`src/rtl/input_loop_ctrl_if.sv`:
```
// Handshake and data bundle between input_loop_ctrl and its datapath/host.
// Floating-point values are carried as IEEE-754 binary32 bit patterns.
interface input_loop_ctrl_if #(
  parameter int Tn_p    = 1,
  parameter int CNT_W_p = 16
);
  logic               start_i;
  logic [CNT_W_p-1:0] n_i;
  logic [31:0]        bias_i;
  logic               data_valid_i;
  logic [31:0]        fm_sum_i;
  logic               result_ready_i;
  logic               busy_o;
  logic [CNT_W_p-1:0] tile_base_o;
  logic [Tn_p-1:0]    lane_valid_o;
  logic [31:0]        fm_init_o;
  logic [31:0]        result_o;
  logic               result_valid_o;

  modport slave (
    input  start_i, n_i, bias_i, data_valid_i, fm_sum_i, result_ready_i,
    output busy_o, tile_base_o, lane_valid_o, fm_init_o, result_o, result_valid_o
  );

  modport master (
    output start_i, n_i, bias_i, data_valid_i, fm_sum_i, result_ready_i,
    input  busy_o, tile_base_o, lane_valid_o, fm_init_o, result_o, result_valid_o
  );
endinterface

```
`src/rtl/input_loop_ctrl.sv`:
```
// Tile sequencer for the input_loop datapath: walks N channels Tn_p at a time and
// accumulates binary32 partial sums. INPUT_LOOP_CTRL_RELU_EN applies ReLU to result_o.
module input_loop_ctrl #(
  parameter int Tn_p    = 1,
  parameter int CNT_W_p = 16
) (
  input logic              clk_i,
  input logic              rst_n_i,
  input_loop_ctrl_if.slave bus
);

  localparam logic [1:0] ST_IDLE = 2'd0;
  localparam logic [1:0] ST_RUN  = 2'd1;
  localparam logic [1:0] ST_OUT  = 2'd2;

  localparam logic [CNT_W_p:0] TN_EXT = (CNT_W_p+1)'(Tn_p);

  logic [1:0]         state_q, state_d;
  logic [CNT_W_p-1:0] n_q, n_d;
  logic [CNT_W_p-1:0] base_q, base_d;
  logic [31:0]        bias_q, bias_d;
  logic [31:0]        acc_q, acc_d;
  logic               first_q, first_d;

  // One bit wider than the counters so the last-tile test never wraps.
  logic [CNT_W_p:0]   base_next;
  logic               last_tile;
  logic [Tn_p-1:0]    lane_valid;

  function automatic logic [31:0] relu_f(input logic [31:0] v);
`ifdef INPUT_LOOP_CTRL_RELU_EN
    return (v[31] && (|v[30:0])) ? 32'h0000_0000 : v;
`else
    return v;
`endif
  endfunction

  assign base_next = {1'b0, base_q} + TN_EXT;
  assign last_tile = (base_next >= {1'b0, n_q});

  always_comb begin
    lane_valid = '0;
    for (int j = 0; j < Tn_p; j++) begin
      lane_valid[j] = (state_q == ST_RUN) &&
                      (({1'b0, base_q} + (CNT_W_p+1)'(j)) < {1'b0, n_q});
    end
  end

  always_comb begin
    state_d = state_q;
    n_d     = n_q;
    bias_d  = bias_q;
    base_d  = base_q;
    acc_d   = acc_q;
    first_d = first_q;
    case (state_q)
      ST_IDLE: begin
        if (bus.start_i) begin
          n_d     = bus.n_i;
          bias_d  = bus.bias_i;
          base_d  = '0;
          first_d = 1'b1;
          if (bus.n_i != '0) begin
            state_d = ST_RUN;
          end else begin
            // Zero channels: the result is the bias itself.
            acc_d   = bus.bias_i;
            state_d = ST_OUT;
          end
        end
      end
      ST_RUN: begin
        if (bus.data_valid_i) begin
          acc_d   = bus.fm_sum_i;
          first_d = 1'b0;
          base_d  = base_next[CNT_W_p-1:0];
          if (last_tile) state_d = ST_OUT;
        end
      end
      ST_OUT: begin
        if (bus.result_ready_i) state_d = ST_IDLE;
      end
      default: state_d = ST_IDLE;
    endcase
  end

  always_ff @(posedge clk_i or negedge rst_n_i) begin
    if (!rst_n_i) begin
      state_q <= ST_IDLE;
      n_q     <= '0;
      base_q  <= '0;
      bias_q  <= '0;
      acc_q   <= '0;
      first_q <= 1'b1;
    end else begin
      state_q <= state_d;
      n_q     <= n_d;
      base_q  <= base_d;
      bias_q  <= bias_d;
      acc_q   <= acc_d;
      first_q <= first_d;
    end
  end

  assign bus.busy_o         = (state_q != ST_IDLE);
  assign bus.tile_base_o    = base_q;
  assign bus.lane_valid_o   = lane_valid;
  assign bus.fm_init_o      = first_q ? bias_q : acc_q;
  assign bus.result_o       = relu_f(acc_q);
  assign bus.result_valid_o = (state_q == ST_OUT);

endmodule

```
`src/flat_wrapper.sv`:
```
// flat-port wrapper written by rule: the top's interface ports become plain ports
module input_loop_ctrl_flat 
#(
  parameter int Tn_p    = 1,
  parameter int CNT_W_p = 16
)
  (clk_i, rst_n_i, bus_start_i, bus_n_i, bus_bias_i, bus_data_valid_i, bus_fm_sum_i, bus_result_ready_i, bus_busy_o, bus_tile_base_o, bus_lane_valid_o, bus_fm_init_o, bus_result_o, bus_result_valid_o);
  input_loop_ctrl_if #(.Tn_p(Tn_p), .CNT_W_p(CNT_W_p)) bus_i ();
  input logic clk_i;
  input logic rst_n_i;
  input wire logic [$bits(bus_i.start_i)-1:0] bus_start_i;
  input wire logic [$bits(bus_i.n_i)-1:0] bus_n_i;
  input wire logic [$bits(bus_i.bias_i)-1:0] bus_bias_i;
  input wire logic [$bits(bus_i.data_valid_i)-1:0] bus_data_valid_i;
  input wire logic [$bits(bus_i.fm_sum_i)-1:0] bus_fm_sum_i;
  input wire logic [$bits(bus_i.result_ready_i)-1:0] bus_result_ready_i;
  output wire logic [$bits(bus_i.busy_o)-1:0] bus_busy_o;
  output wire logic [$bits(bus_i.tile_base_o)-1:0] bus_tile_base_o;
  output wire logic [$bits(bus_i.lane_valid_o)-1:0] bus_lane_valid_o;
  output wire logic [$bits(bus_i.fm_init_o)-1:0] bus_fm_init_o;
  output wire logic [$bits(bus_i.result_o)-1:0] bus_result_o;
  output wire logic [$bits(bus_i.result_valid_o)-1:0] bus_result_valid_o;
  assign bus_i.start_i = bus_start_i;
  assign bus_i.n_i = bus_n_i;
  assign bus_i.bias_i = bus_bias_i;
  assign bus_i.data_valid_i = bus_data_valid_i;
  assign bus_i.fm_sum_i = bus_fm_sum_i;
  assign bus_i.result_ready_i = bus_result_ready_i;
  assign bus_busy_o = bus_i.busy_o;
  assign bus_tile_base_o = bus_i.tile_base_o;
  assign bus_lane_valid_o = bus_i.lane_valid_o;
  assign bus_fm_init_o = bus_i.fm_init_o;
  assign bus_result_o = bus_i.result_o;
  assign bus_result_valid_o = bus_i.result_valid_o;
  input_loop_ctrl #(.Tn_p(Tn_p), .CNT_W_p(CNT_W_p)) u_core (.clk_i(clk_i), .rst_n_i(rst_n_i), .bus(bus_i));
endmodule
```
`config.mk`:
```
export PLATFORM = sky130hd
export DESIGN_NAME = input_loop_ctrl_flat
export DESIGN_NICKNAME = d
export VERILOG_FILES = /design/src/rtl/input_loop_ctrl_if.sv /design/src/rtl/input_loop_ctrl.sv /design/src/flat_wrapper.sv
export SDC_FILE = /design/constraint.sdc
export NUM_CORES = 1
export LEC_CHECK = 0
export CAP_MARGIN = 20
export CORE_AREA = 4 4 79 154
export DETAILED_ROUTE_END_ITERATION = 6
export DIE_AREA = 0 0 83 158
export PLACE_DENSITY = 0.84
export SYNTH_ARGS = -nofsm -noshare
export SYNTH_HDL_FRONTEND = slang
export SYNTH_SLANG_ARGS = --single-unit
```
`constraint.sdc`:
```
create_clock -name clk_i -period 7.49 [get_ports clk_i]
set_input_delay 1.1235 -clock clk_i [delete_from_list [all_inputs] [get_ports clk_i]]
set_output_delay 1.1235 -clock clk_i [all_outputs]
set_load 0.05 [all_outputs]
```
==> impl_results.html <==
<table>
<tr><th>Metric</th><th>Value</th></tr>
<tr><th colspan="2">Setup path</th></tr>
<tr><td>WP data required</td><td>6370 ps</td></tr>
<tr><td>Worst-path fanout max</td><td>8</td></tr>
<tr><td>Element type at the critical path end</td><td>output pin</td></tr>
<tr><td>Type of the worst setup path</td><td>flop to output pin</td></tr>
<tr><td>Most used cell along the critical path</td><td>a21o_1</td></tr>
<tr><td>Slowest stage cell, crit path</td><td>clkdlybuf4s50_1</td></tr>
<tr><td>Worst reg2reg path startpoint</td><td>u_core.bus.tile_base_o[0]</td></tr>
<tr><td>CP Buf/Inv Count</td><td>1</td></tr>
<tr><td>Worst Path Arrival</td><td>3250 ps</td></tr>
<tr><td>Cells along the critical path</td><td>ha_1 -&gt; a21o_1 -&gt; a21o_1 -&gt; a21o_1 -&gt; a21o_1 -&gt; a221o_1 -&gt; a31oi_1 -&gt; clkdlybuf4s50_1</td></tr>
<tr><td>CP Launch Type</td><td>flop</td></tr>
<tr><td>Family with the most delay on the worst path</td><td>compound AO/OA/AOI/OAI gates</td></tr>
<tr><td>Slowest Stage Delay on Critical Path</td><td>850 ps</td></tr>
<tr><td>CP startpoint</td><td>u_core.bus.tile_base_o[7]</td></tr>
<tr><th colspan="2">Placement</th></tr>
<tr><td>Final weighted congestion in routability-driven placement</td><td>0.9642</td></tr>
<tr><td>Placed inst area</td><td>7213 µm²</td></tr>
<tr><td>Setup Slack @ Placement</td><td>3508 ps</td></tr>
<tr><td>Hpwl dp</td><td>11.73 mm</td></tr>
<tr><td>I/O Buffers</td><td>167</td></tr>
<tr><th colspan="2">Power and ir drop</th></tr>
<tr><td>Total power</td><td>3.727 mW</td></tr>
<tr><td>PD cells</td><td>495.9 nW/µm²</td></tr>
<tr><td>Max VDD drop</td><td>0.0003163 V</td></tr>
<tr><td>Leakage power figure</td><td>3.248 nW</td></tr>
<tr><th colspan="2">Clock tree</th></tr>
<tr><td>Post-CTS repair timing setup buffer count</td><td>0</td></tr>
<tr><td>Root buffer selected by CTS</td><td>clkbuf_16</td></tr>
<tr><td>Number of sinks driven by the clock tree</td><td>99</td></tr>
<tr><td>Post-CTS clock slew at the launch and capture registers of the worst setup and hold paths</td><td>70 ps</td></tr>
<tr><td>PostCTS Resize Cnt</td><td>0</td></tr>
<tr><td>CTS tree</td><td>done</td></tr>
<tr><td>Level count of the clock H-tree</td><td>3</td></tr>
<tr><td>Clock latency on the worst-skew pair</td><td>340 ps</td></tr>
<tr><td>Buffer depth of the longest clock path</td><td>2</td></tr>
<tr><td>Post-CTS Hold Buffers</td><td>0</td></tr>
<tr><td>Number of buffers inserted during clock tree synthesis</td><td>9</td></tr>
<tr><th colspan="2">GRT</th></tr>
<tr><td>Grt total ovfl</td><td>0</td></tr>
<tr><td>Total Routing Usage GR</td><td>24.05%</td></tr>
<tr><td>Antenna violations before repair</td><td>0</td></tr>
<tr><td>Pin count of the biggest net entering global routing</td><td>65</td></tr>
<tr><td>First-pass GRT wire length</td><td>25.22 mm</td></tr>
<tr><td>Via count of the first global-routing pass</td><td>4,970</td></tr>
<tr><th colspan="2">Timing</th></tr>
<tr><td>Clock Skew</td><td>7.996 ps</td></tr>
<tr><td>Post-route clock period utilization</td><td>58.40%</td></tr>
<tr><td>Hold Violations, Final</td><td>0</td></tr>
<tr><td>RSZ-0062 raised after global routing</td><td>no</td></tr>
<tr><td>Slew Viols, Final</td><td>0</td></tr>
<tr><td>Fmax</td><td>0.2286 GHz</td></tr>
<tr><td>Setup violation total in the final timing report</td><td>0</td></tr>
<tr><td>Period minus WS final</td><td>4374 ps</td></tr>
<tr><td>Slew HR</td><td>45.08%</td></tr>
<tr><td>Tightest Pin Transition</td><td>823.8 ps</td></tr>
<tr><td>Setup Total Neg Slack</td><td>0 ps</td></tr>
<tr><td>Final worst setup slack</td><td>3116 ps</td></tr>
<tr><th colspan="2">Finish</th></tr>
<tr><td>Core occupancy in the finished layout</td><td>68.67%</td></tr>
<tr><td>Number of antenna repair diodes</td><td>0</td></tr>
<tr><td>Area of all placed cells without fillers</td><td>7516 µm²</td></tr>
<tr><td>Number of nets in the layout</td><td>809</td></tr>
<tr><td>Synth-to-Final Area Change</td><td>36.83%</td></tr>
<tr><td>Share of layout cells above drive strength 1</td><td>14.51%</td></tr>
<tr><th colspan="2">Drt</th></tr>
<tr><td>First-pass detailed-route iteration total</td><td>5</td></tr>
<tr><td>Post-detailed-route wirelength per cell</td><td>18.94 µm</td></tr>
<tr><td>First-iteration detailed-routing DRC count</td><td>226</td></tr>
<tr><td>Antenna viol nets, final</td><td>0</td></tr>
<tr><td>DRT Wirelength</td><td>15.84 mm</td></tr>
<tr><td>DR vias</td><td>4,783</td></tr>
<tr><td>Vias per std cell</td><td>5.721</td></tr>
<tr><td>Number of remaining DRC errors</td><td>0</td></tr>
<tr><th colspan="2">Die</th></tr>
<tr><td>I/O pin total</td><td>168</td></tr>
<tr><td>Effective utilization at floorplan</td><td>50.18%</td></tr>
<tr><td>Horizontal die dimension</td><td>83 µm</td></tr>
<tr><td>Overall die area</td><td>13,110 µm²</td></tr>
<tr><td>Core footprint</td><td>10,950 µm²</td></tr>
<tr><td>Std cell rows</td><td>54</td></tr>
<tr><td>Height of the die</td><td>158 µm</td></tr>
<tr><th colspan="2">Yosys</th></tr>
<tr><td>Synth cell types</td><td>51</td></tr>
<tr><td>Number of warnings issued by yosys</td><td>0</td></tr>
<tr><td>Part of the Yosys area used for sequential elements</td><td>45.13%</td></tr>
<tr><td>Most area-hungry cell type in the Yosys netlist</td><td>dfrtp_1</td></tr>
<tr><td>Share of the synthesized area in the top cell type</td><td>44.65%</td></tr>
<tr><td>Cells after synthesis</td><td>542</td></tr>
<tr><td>Main area contributors after synthesis</td><td>dfrtp_1, mux2_2, ha_1, nand2_1, a31oi_1</td></tr>
<tr><td>Mapped Avg Cell Area</td><td>10.13 µm²</td></tr>
<tr><td>Most used flip-flop cell after synthesis</td><td>dfrtp_1</td></tr>
<tr><td>Post-synth design cell area</td><td>5493 µm²</td></tr>
<tr><td>Post-synthesis net count</td><td>660</td></tr>
<tr><td>Share of synthesized registers carrying an async set or reset</td><td>100.0%</td></tr>
<tr><td>Number of enable flip-flop cells after synthesis</td><td>0</td></tr>
<tr><td>Flop and latch count out of synthesis</td><td>99</td></tr>
<tr><th colspan="2">Min path</th></tr>
<tr><td>Origin of the worst min-delay path</td><td>u_core.bias_q[15]</td></tr>
<tr><td>Path class of the lowest-slack min-delay path</td><td>flop to flop</td></tr>
<tr><th colspan="2">Run status</th></tr>
<tr><td>Outcome</td><td>completed</td></tr>
<tr><th colspan="2">Run</th></tr>
<tr><td>Number of violations of the max-capacitance limit</td><td>0</td></tr>
</table>
==> layout by cell type (no fill, tap or decap), types with 3 or more instances in the layout <==
master           Yosys  layout
nand3_1             13      13
a41oi_1              3       3
o31ai_1              5       5
nor3_1               4       4
clkdlybuf4s50_1      0     166
dfrtp_1             98      98
clkbuf_16            0       9
ha_1                33      33
nor2_1              39      39
mux2_2              65      65
a31oi_1             37      37
a32o_1               6       6
nor2b_1              5       4
xnor2_1              7       7
a21oi_1              5       5
xor2_1               6       6
buf_4                7       6
and3_1               7       7
o21ai_0             31      31
a21o_1               6       6
nand2_1             87      87
inv_1               17      17
nor4_2               4       4
==> power breakdown <==
part	switching, mW	leakage, nW	internal [mW]
Clock	0.206	0.141	0.263
Sequential	0.175	1.19	0.772
Combinational	1.47	1.92	0.845
Total	1.85	3.25	1.88
==> area by class of cell <==
type | instances | area [µm²]
Tap cell | 140 | 175.2
Clock inverter | 6 | 73.82
Multi-Input combinational cell | 392 | 2789
Clock buffer | 10 | 229.0
Sequential cell | 99 | 2479
Fill cell | 857 | 3430
Inverter | 17 | 63.81
Timing Repair Buffer | 172 | 1707
==> path summary, 6_finish.rpt <==
kind	endpoint	slack (ps)	cells after the start
max	bus_lane_valid_o	3120	8
min reg2reg	u_core.bias_q[15]	500	1
min	u_core.bias_q[15]	500	1
max reg2reg	u_core.state_q[0]	3920	10
min in group asynchronous	u_core.bus.tile_base_o[8]	760	1
max in group asynchronous	u_core.bias_q[5]	5550	2
==> synthesized netlist by cell type, types with 10 or more instances <==
master	instances
clkbuf_1	15
nand3_1	13
dfrtp_1	98
nor2_1	39
mux2_2	65
nand2_1	87
ha_1	33
o21ai_0	31
inv_1	17
a31oi_1	37
buf_2	10
==> registers in the layout, indices dropped and copies added (netlist names) <==
signal	cells
u_core.first_q	1
u_core.bus.result_o	32
u_core.bias_q	32
u_core.bus.tile_base_o	16
u_core.n_q	16
u_core.state_q	2
==> per-stage QoR <==
step	hold WS, ps	cells
final	504.6	836
after global routing	520.1	836
after floorplan	474.9	542
after CTS	509.1	836
after detailed placement	491.4	820
after global placement	483.1	820
==> layer usage <==
layer | vias up | part of all wire [%] | GRT usage [%]
met5 | - | 0 | 0
met4 | 0 | 5.2 | 14.19
met3 | 44 | 5.3 | 4.115
met2 | 201 | 52 | 43.34
met1 | 2314 | 37 | 26.37
li1 | 2224 | - | -
==> logic make-up after synthesis <==
group                      count (synthesis)  share of synthesized area, %
AOI/OAI and AO/OA                        107                         12.80
xor gates and xnor gates                  14                         2.369
adders and majority gates                 33                         7.517
buffers and inverters                     51                         4.328
DFF                                       99                         45.13
muxes                                     66                         13.53
and+or+nand+nor                          172                         14.33
Note: power is estimated with default switching activity, not from simulation.
